`config.mk`:
```
export PLATFORM = sky130hd
export DESIGN_NAME = round_robin_arbiter_8
export DESIGN_NICKNAME = d
export VERILOG_FILES = /design/src/rtl/round_robin_arbiter_8.sv
export SDC_FILE = /design/constraint.sdc
export NUM_CORES = 1
export LEC_CHECK = 0
export CORE_ASPECT_RATIO = 0.9
export CORE_UTILIZATION = 59
export DETAILED_ROUTE_END_ITERATION = 7
export GPL_TIMING_DRIVEN = 0
export HOLD_SLACK_MARGIN = 0.1
export PLACE_DENSITY = 0.85
export SLEW_MARGIN = 20
export SYNTH_ARGS = -nofsm -noshare
export SYNTH_HDL_FRONTEND = slang
export SYNTH_SLANG_ARGS = --single-unit
```
`constraint.sdc`:
```
create_clock -name clk -period 6.4 [get_ports clk]
set_input_delay 0.64 -clock clk [delete_from_list [all_inputs] [get_ports clk]]
set_output_delay 0.64 -clock clk [all_outputs]
set_load 0.02 [all_outputs]
```
`src/rtl/round_robin_arbiter_8.sv`:
```
// Eight-way round-robin arbiter with registered one-hot grant and a bounded hold time.
// A holder keeps its grant while it requests, until MAX_HOLD cycles pass with a rival pending.
module round_robin_arbiter_8 #(
  parameter int unsigned MAX_HOLD = 16
) (
  input  logic       clk,
  input  logic       rst_n,
  input  logic       en,
  input  logic [7:0] req,
  output logic [7:0] grant,
  output logic [2:0] sel,
  output logic       valid
);

  typedef enum logic {IDLE, BUSY} state_t;

  localparam logic [7:0] HOLD_LIMIT = 8'(MAX_HOLD - 1);

  state_t     state_q, state_d;
  logic [7:0] grant_q, grant_d;
  logic [2:0] sel_q, sel_d;
  logic       valid_q, valid_d;
  logic [2:0] last_q, last_d;
  logic [7:0] hold_q, hold_d;

  logic       idle_found, busy_found;
  logic [2:0] idle_idx, busy_idx;
  logic [2:0] probe;
  logic [7:0] others;
  logic       release_hit, timeout_hit;

  // Pointer-order search starting at last+1; the BUSY search stops short of the holder itself.
  always_comb begin
    idle_found = 1'b0;
    idle_idx   = last_q;
    busy_found = 1'b0;
    busy_idx   = last_q;
    probe      = last_q;
    for (int unsigned k = 1; k <= 8; k++) begin
      probe = last_q + 3'(k);
      if (!idle_found && req[probe]) begin
        idle_found = 1'b1;
        idle_idx   = probe;
      end
      if (k < 8 && !busy_found && req[probe]) begin
        busy_found = 1'b1;
        busy_idx   = probe;
      end
    end
  end

  always_comb begin
    others       = req & ~(8'd1 << sel_q);
    release_hit  = !req[sel_q];
    timeout_hit  = (hold_q == HOLD_LIMIT) && (others != '0);
  end

  always_ff @(posedge clk) begin
    if (!rst_n) begin
      state_q <= IDLE;
      grant_q <= '0;
      sel_q   <= '0;
      valid_q <= 1'b0;
      last_q  <= 3'd7;
      hold_q  <= '0;
    end else begin
      state_q <= state_d;
      grant_q <= grant_d;
      sel_q   <= sel_d;
      valid_q <= valid_d;
      last_q  <= last_d;
      hold_q  <= hold_d;
    end
  end

  always_comb begin
    state_d = state_q;
    sel_d   = sel_q;
    last_d  = last_q;
    hold_d  = hold_q;
    unique case (state_q)
      IDLE: begin
        if (en && idle_found) begin
          state_d = BUSY;
          sel_d   = idle_idx;
          last_d  = idle_idx;
          hold_d  = '0;
        end
      end
      BUSY: begin
        if (release_hit || timeout_hit) begin
          if (en && busy_found) begin
            sel_d  = busy_idx;
            last_d = busy_idx;
            hold_d = '0;
          end else if (release_hit) begin
            state_d = IDLE;
            hold_d  = '0;
          end
          // timeout with en low: keep the grant, counter stays saturated
        end else if (hold_q != HOLD_LIMIT) begin
          hold_d = hold_q + 8'd1;
        end
      end
      default: state_d = IDLE;
    endcase
  end

  always_comb begin
    valid_d = (state_d == BUSY);
    grant_d = valid_d ? (8'd1 << sel_d) : '0;
  end

  assign grant = grant_q;
  assign sel   = sel_q;
  assign valid = valid_q;

endmodule

```
* After elaboration in Yosys (flattened, before gate mapping)
Cells that the tools add are included.
** Storage, ports and cells
- Register bits after elaboration :: 23
- Bits of input ports :: 11
- Output and inout bits :: 12
** Operators by class
- $add $sub $neg :: 8
- $lt $le $gt $ge :: 9
- Equality and inequality tests :: 7
- Shifts and indexed selects :: 2
- Mux-type cells :: 53
- Bitwise gates (word level) :: 3
- Reduce and logical (&&, ||, !) cells :: 23
** Operators by type and width (number)
- $mux W3 :: 14
- $mux W8 :: 5
- $lt A3 B4 Y1 const B :: 9
- $bmux W1 S3 :: 9
- $mux W1 :: 21
- $pmux W8 S2 :: 1
- $shl A1 B3 Y8 const A :: 2
- $add A3 B3 Y3 const B :: 4
- $pmux W3 S2 :: 2
- $logic_and A1 B1 Y1 :: 10
- $add A8 B1 Y8 const B :: 1
- $and A8 B8 Y8 :: 1
- $eq A8 B4 Y1 const B :: 1
- $logic_not A1 Y1 :: 8
- $ne A8 B4 Y1 const B :: 1
- $not A8 Y8 :: 1
- $reduce_bool A8 Y1 :: 1
- $add A3 B2 Y3 const B :: 2
- $reduce_and A3 Y1 :: 2
- $ne A2 B1 Y1 const B :: 2
- $ne A4 B3 Y1 const B :: 1
- $add A3 B1 Y3 const B :: 1
- $ne A3 B1 Y1 const B :: 1
- $ne A2 B2 Y1 const B :: 1
- other kinds (4) :: 4

* Longest topological paths before layout
- Depth after elaboration :: 29
- Depth in mapped cells :: 15

* Worst setup path after synthesis
Ideal clock, no wire load.
- Kind :: register to register
- From :: reg last_q[1]
- To :: reg grant_q[5] (netlist: grant[5])
- Data arrival time :: 3572 ps
- Path slack :: 2713 ps
- Stages on the path, launching flop included :: 12
- Path buffers :: 3
- Clock period less this slack :: 3687 ps
- Cells stage by stage :: dfxtp_1 -> buf_2 -> buf_2 -> inv_1 -> ha_1 -> buf_2 -> mux2_2 -> mux4_2 -> or3_1 -> a2111oi_1 -> o211ai_1 -> a2111oi_0
** Between the ends
- Cells in the longest elaborated chain, start to end :: 29
- Elaborated cells between the ends (all ways) :: 65
- Those cells by class :: add/sub: 7; shift: 1; mux: 40; reduce/logical: 17
** RTL lines
- start, declared :: line 23 : logic [2:0] last_q, last_d;
- start signal, assigned :: line 71 : last_q <= last_d;
- $add A3 B1 Y3 :: line 40 : probe = last_q + 3'(k);
- $bmux W1 S3 :: line 41, 45
- $mux W1 (not written as such) :: line 41, 45
- $mux W1 :: line 41, 45
- $logic_not A1 Y1 :: line 41, 45
- $logic_and A1 B1 Y1 :: line 41, 45
- $mux W1 :: line 41, 45
- $logic_not A1 Y1 :: line 41, 45
- [13 not listed]
- $mux W1 :: line 41, 45
- $logic_not A1 Y1
- $logic_and A1 B1 Y1 :: line 41 : if (!idle_found && req[probe]) begin
- $mux W1 :: line 41
- $logic_and A1 B1 Y1 :: line 83 : if (en && idle_found) begin
- $mux W3 / $mux W1 (equally long branches) :: line 83
- $pmux W3 S2 / $pmux W1 S2 (equally long branches) :: line 81 : unique case (state_q)
- $shl A1 B3 Y8 / $reduce_and A2 Y1 (equally long branches)
- end signal, assigned :: line 68 : grant_q <= grant_d;
- end, declared :: line 20 : logic [7:0] grant_q, grant_d;
Parallel ways exist; a longest one is shown, timed or not. The select of a mux whose other input is x is not followed.
A chain may end at the register's enable or synchronous reset.

* Worst setup path in the final report
- From :: reg last_q[1]
- To :: reg grant_q[3] (netlist: grant[3])
Same word-level chain as after synthesis.

==> impl_results.md <==
- Worst slew pin tran: 0.524 ns
- Pins Over Slew Limit: 0
- Ant. Diodes: 0
- DRT antenna net count: 0
- Cell taking the most area after synthesis: dfxtp_1
- GRT Overall Usage: between 30% and 40%
- Vias per inst: approximately 6.9
- Period utilization: between 60% and 70%
- R2R depth: 12
- Layout area overhead: 13.2%
- Fin nets: between 200 and 300
- Min-Delay Path Class: reg -> reg
- Post-Syn Area: between 0.002 and 0.0025 mm^2
- 1st-iter DRT viols: between 200 and 250
- Vias in the first global route: 2056
- RSZ-0062 raised after global routing: false
- R2r setup slk: slightly above 2 ns
- Total iterations of the first detailed-routing run: 5
- Hold violation total from the final report: 0
- # rows: 21
- Worst Setup Start Kind: flop
- Leakage power: 0.971 nW
- Max cap viols: 0
- Max Root-Sink Buffers: 2
- Worst path required time: between 6 and 7 ns
- Largest net degree at the start of global routing: 14
- Post-synth top flop: dfxtp_1
- Top cells by area, synth: dfxtp_1 19%, mux4_2 16%, mux2i_1 8.0%, nand2_1 3.8%, a21oi_1 2.5%
- Starting Density: 62.8%
- CP startpoint: last_q[1]
- Warnings, synthesis: 0
- Critical path type: reg -> reg
- Pwr Density: between 400 and 500 mW/mm^2
- Hold_sp: hold_q[7]
- Peak VDD IR: about 0.36 mV
- Layout cell share with drive strength beyond 1: between 10% and 20%
- Die area: between 0.004 and 0.005 mm^2
- Post_cts resized: 0
- R2r endpoint: grant[3]
- Core outline area: roughly 0.0038 mm^2
- Setup TNS: 0 ns
- CTS buffer count: 3
- Post-synth EDFFs: 0
- Setup violations, final: 0
- # clock sinks: 23
- Die width: roughly 69 um
- Final WL: 6.06 mm
- H-tree Lvls: 1
- Avg WL per Cell: 18.6 um
- PortBufs: 21
- Share of the synthesized area in the top cell type: between 10% and 20%
- # IOs: 23
- CTS tree: done
- Hold_buf cts: 0
- Antenna violations before repair: 0
- First-pass GRT wire length: just under 10 mm
- DR vias: 2258
- Hold path depth: 2
- Rel. slew slack: 64.7%
- RR Startpoint: last_q[1]
- Post-CTS setup buffer count: 0
- Syn avg cell area: approximately 9.3 um^2
- Final Skew: about 0.0096 ns
- Total global routing overflow: 0
- Synth cell types: 70
- Die height: between 60 and 70 um
- Sequential share of the synthesized area: 19.4%
- Final min period: 4.33 ns
- Post-DP HPWL: 4.49 mm
- Asr flop ratio synth: 0%
- GP Congestion: about 0.94
- Arrival time of the worst setup path: 4.47 ns
- Max Freq: around 230 MHz
- Skew-Pair Late Insertion Delay: around 0.27 ns
- Synth Instances: around 260
- #FFs+latches synth: 23
- Worst setup EP type: flop
- Root Driver: clkbuf_8
- Crit-path max FO: 10
- Worst-path clk slew: roughly 0.090 ns
- Inst Count DP: between 300 and 400
- Final Non-Filler Cells: around 330
- Synth Net Count: between 200 and 300
- Hold path endpoint: hold_q[7]
- Run status: finished clean
- DRC violations left: 0
==> cell usage in the layout, fill, tap and decap left out, types with 7 or more instances in the layout <==
master,n
clkdlybuf4s50_1,21
mux4_2,17
clkbuf_1,12
a21oi_1,12
mux2i_1,19
nand3_1,7
nor2_1,15
nand2_1,24
dfxtp_1,23
==> worst max path at each step <==
stage | endpoint | cells past startpoint
detailed placement | grant[5] | 11
global placement | grant[5] | 11
CTS | grant[3] | 15
finish | grant[3] | 12
floorplan | grant[5] | 11
global route | grant[5] | 11
==> synth_stat cells (4+ instances only) <==
library cell,instances
mux2_2,5
dfxtp_1,23
or3_1,4
nor2_1,15
nor4_1,6
o21ai_0,6
a21oi_1,12
nand3_1,7
o21ai_1,4
inv_1,4
mux2i_1,19
o211ai_1,6
buf_2,5
or4_1,4
mux4_2,17
nand2_1,24
clkbuf_1,12
==> metal layers <==
metal  global-route usage, %  up-vias  wire [um]
met2                    44.7      117       2780
li1                        -     1045          -
met1                    43.6     1081       2570
met4                    7.91        0        106
met3                    7.54       15        602
met5                       0        -          0
==> through the flow <==
stage | total power, mW | cell area (um^2) | hold slack, ns | util, % | setup slack (ns)
3_5_place_dp | 1.15 | 2640 | 0.471 | 69.9 | 2.17
2_1_floorplan | 0.938 | 2380 | 0.446 | - | 2.71
5_1_grt | 1.34 | 2690 | 0.519 | 71.1 | 1.76
3_3_place_gp | 1.13 | 2640 | 0.461 | 69.9 | 2.16
6_report | 1.26 | 2690 | 0.480 | 71.1 | 2.07
4_1_cts | 1.24 | 2690 | 0.480 | 71.1 | 2.10
==> cell type report <==
| type | instances | area, um^2 |
|---|---|---|
| fill | 297 | 1090 |
| multi-input combinational | 206 | 1800 |
| timing repair buffer | 21 | 210 |
| clock buffer | 3 | 41.3 |
| inverter | 5 | 18.8 |
| tap | 46 | 57.6 |
| buffer | 21 | 96.3 |
| clock inverter | 1 | 5.00 |
| sequential | 23 | 460 |
==> cell families (layout without fill, tap and decap cells) <==
group	Yosys count	in the layout	synth area share (%)
compound gates	64	64	21.9
xor+xnor	7	7	3.21
fa+ha+maj	3	3	1.58
buf+inv	26	51	4.84
flops	23	23	19.4
mux	45	45	29.2
simple gates	87	87	20.0
==> registers in the layout, indices dropped and copies added (netlist names) <==
signal / flops
valid: 1
sel: 3
last_q: 3
grant: 8
hold_q: 8
==> critical path, stage by stage (launching register included) <==
cell and delay [ns]:
dfxtp_1 0.33, buf_2 0.24, buf_2 0.31, inv_1 0.14
ha_1 0.29, buf_2 0.26, mux2_2 0.39, mux4_2 0.58
or3_1 0.44, nor4_1 0.34, a31oi_2 0.15, a32oi_4 0.38
nor4b_1 0.35
==> power breakdown <==
| group | total [mW] | switching, mW | internal (mW) |
|---|---|---|---|
| combinational | 0.979 | 0.560 | 0.419 |
| clock | 0.0903 | 0.0469 | 0.0435 |
| sequential | 0.193 | 0.0206 | 0.172 |
(Power assumes the default switching activity.)
==> RTL edit, RTL diff (same flow settings) <==
Take the reset off `hold_q` and load it in a clocked block of its own.
--- a/src/rtl/round_robin_arbiter_8.sv
+++ b/src/rtl/round_robin_arbiter_8.sv
@@ -63,5 +63,4 @@
       valid_q <= 1'b0;
       last_q  <= 3'd7;
-      hold_q  <= '0;
     end else begin
       state_q <= state_d;
@@ -70,6 +69,9 @@
       valid_q <= valid_d;
       last_q  <= last_d;
-      hold_q  <= hold_d;
     end
+  end
+
+  always_ff @(posedge clk) begin
+    hold_q <= hold_d;
   end
 
Check against the original RTL: no difference found for any inputs over 10 cycles, from zero or initial values and one cycle with rst_n low; that may be too few to reach the edited logic, so the function may still have changed.
==> RTL edit against the unedited design <==
- area after synthesis down 5.5%
- global-route usage up 0.76 points
- final area down 4.6%
- sequential cell count unchanged
- total power down 8.5%
- wire length down 3.4%
- cell count down 12%
- synthesized cell count down 15%
- setup slack better by 0.48 ns
- largest power group unchanged
- highest routed layer unchanged
==> RTL edit: results (changes against the unedited design) <==
| Metric | Value |
|---|---|
| Outcome | finished clean |
| Global-route wire length before repair | 9.18 mm (-5.1%) |
| Crit path DAT | 4.03 ns (-0.44 ns) |
| Pleak | 0.901 nW (-7.2%) |
| CP max stage delay | 0.43 ns (-0.15 ns) |
| Hold path cells | 1 (-1) |
| Initial drt markers | 175 (-22%) |
| Most used flip-flop cell after synthesis | dfxtp_1 |
| DP Cell Count | 283 (-12%) |
| WL final | 5.86 mm (-3.4%) |
| Asr flop ratio synth | 0 (unchanged) |
| RePlAce Congestion | 0.924 (-1.3%) |
| Initial antenna violation count | 0 (unchanged) |
| Post-synth top area share | 0.211 (+0.0168) |
| Hold-fix buffers, CTS | 0 (unchanged) |
| Largest net degree at the start of global routing | 14 (unchanged) |
| Vias in the first global route | 1,804 (-12%) |
| Syn Area/Cell | 10.3 sq um (+11%) |
| Fillers | 254 (-14%) |
| Share of layout cells above drive strength 1 | 0.218 (+0.0395) |
| Clock-pin slew on the worst setup and hold paths | roughly 0.080 ns |
| Maximum vdd drop | 292 uV (-18%) |
| Via count | 1,996 (-12%) |
| CTS Buffer Depth | 2 (unchanged) |
| Total track usage | 0.310 (+0.00763) |
| Sw frac | 0.464 (-0.0333) |
| Worst hold path endpoint | hold_q[0] |
| HPWL Detailed | 4.43 mm (-1.3%) |
| Nets | 258 (-13%) |
| Syn Nets | 231 (-14%) |
| ANT cells | 0 (unchanged) |
| Flop-to-flop setup slack | 2.55 ns (+0.48 ns) |
| Max H-tree Level | 1 (unchanged) |
| Layout Skew | 0.00180 ns (-0.00776 ns) |
| Critical Path Slowest Stage Cell | mux4_2 |
| Number of setup buffers added after CTS | 0 (unchanged) |
| Critical Path Fanout Max | 10 (unchanged) |
| Number of synthesized flops with an enable pin | 8 (+8) |
| CP delay by family, top | buffers and inverters |
| Synth top cells by count | mux4_2 (21), nor2_1 (18), dfxtp_1 (15) |
| Resized Gates After CTS | 0 (unchanged) |
| Part of the Yosys area used for sequential elements | 0.241 (+0.0469) |
| Initial DRT Pass Iterations | 5 (unchanged) |
| Reg2Reg Depth | 13 (+1) |
| Setup WS pre-CTS | 2.57 ns (+0.403 ns) |
| Port Buf Inserts | 22 (+4.8%) |
| CTS Buf Count | 3 (unchanged) |
| Fin cells | 287 (-12%) |
| Post-synth cell types | 57 (-19%) |
| Slew HR | 0.425 (-0.222) |
| Largest cells by area after synthesis | mux4_2 (21%), dfxtp_1 (13%), edfxtp_1 (11%) |
| Hold_sp | hold_q[0] |
## RTL edit: cell count changes after synthesis, sizes merged, moves of 8 or more
cell / unedited run / this run
a21oi: 13 / 5
edfxtp: 0 / 8
mux2i: 19 / 11
nand2: 24 / 6
nor3: 3 / 12
dfxtp: 23 / 15
## RTL edit: worst max-delay path by stage
stage	from	to	slack (ns)	cells after the start
after detailed placement	req[1]	hold_q[2]	2.57	7
final	last_q[1]	grant[3]	2.55	13
after CTS	last_q[1]	grant[3]	2.64	13
after global placement	req[1]	hold_q[0]	2.69	7
after global routing	last_q[1]	grant[3]	2.31	13
after floorplan	last_q[1]	grant[1]	3.17	13
## RTL edit: cell type report
class | instances | area share
Timing Repair Buffer | 22 | 0.0858
Sequential cell | 23 | 0.211
Buffer | 18 | 0.0336
Inverter | 5 | 0.00731
Clock inverter | 1 | 0.00195
Multi-Input combinational cell | 171 | 0.623
Tap cell | 44 | 0.0214
Clock buffer | 3 | 0.0161
## RTL edit: kinds of logic (layout without fill, tap and decap cells)
logic type / Yosys count / in the layout / share of synthesized area
AO/OA/AOI/OAI: 37 / 37 / 0.125
multiplexers: 47 / 47 / 0.336
XOR/XNOR: 11 / 11 / 0.0429
adder cells (fa/ha/maj): 3 / 3 / 0.0167
flip-flops: 23 / 23 / 0.241
AND/OR/NAND/NOR: 73 / 73 / 0.191
buffers and inverters: 23 / 49 / 0.0468
## RTL edit: stage by stage
| stage | cell area [sq um] | hold slack (ns) |
|---|---|---|
| after floorplan | 2250 | 0.554 |
| after global placement | 2520 | 0.582 |
| after detailed placement | 2520 | 0.586 |
| after CTS | 2570 | 0.598 |
| after global routing | 2570 | 0.634 |
| final | 2570 | 0.596 |
## RTL edit: power groups by stage
stage                     clock [mW]  combinational [mW]  sequential [mW]
after CTS                     0.0888               0.838            0.211
after floorplan                    0               0.634            0.229
after global placement             0               0.811            0.212
after detailed placement           0               0.835            0.214
after global routing          0.0977               0.911            0.215
final                         0.0883               0.856            0.211
## RTL edit: layer usage
layer	vias to the layer above	track usage	wire length, microns
li1	910	-	-
met1	969	0.432	2380
met2	96	0.486	2810
met3	21	0.0771	543
met4	0	0.0790	130
met5	-	0	0
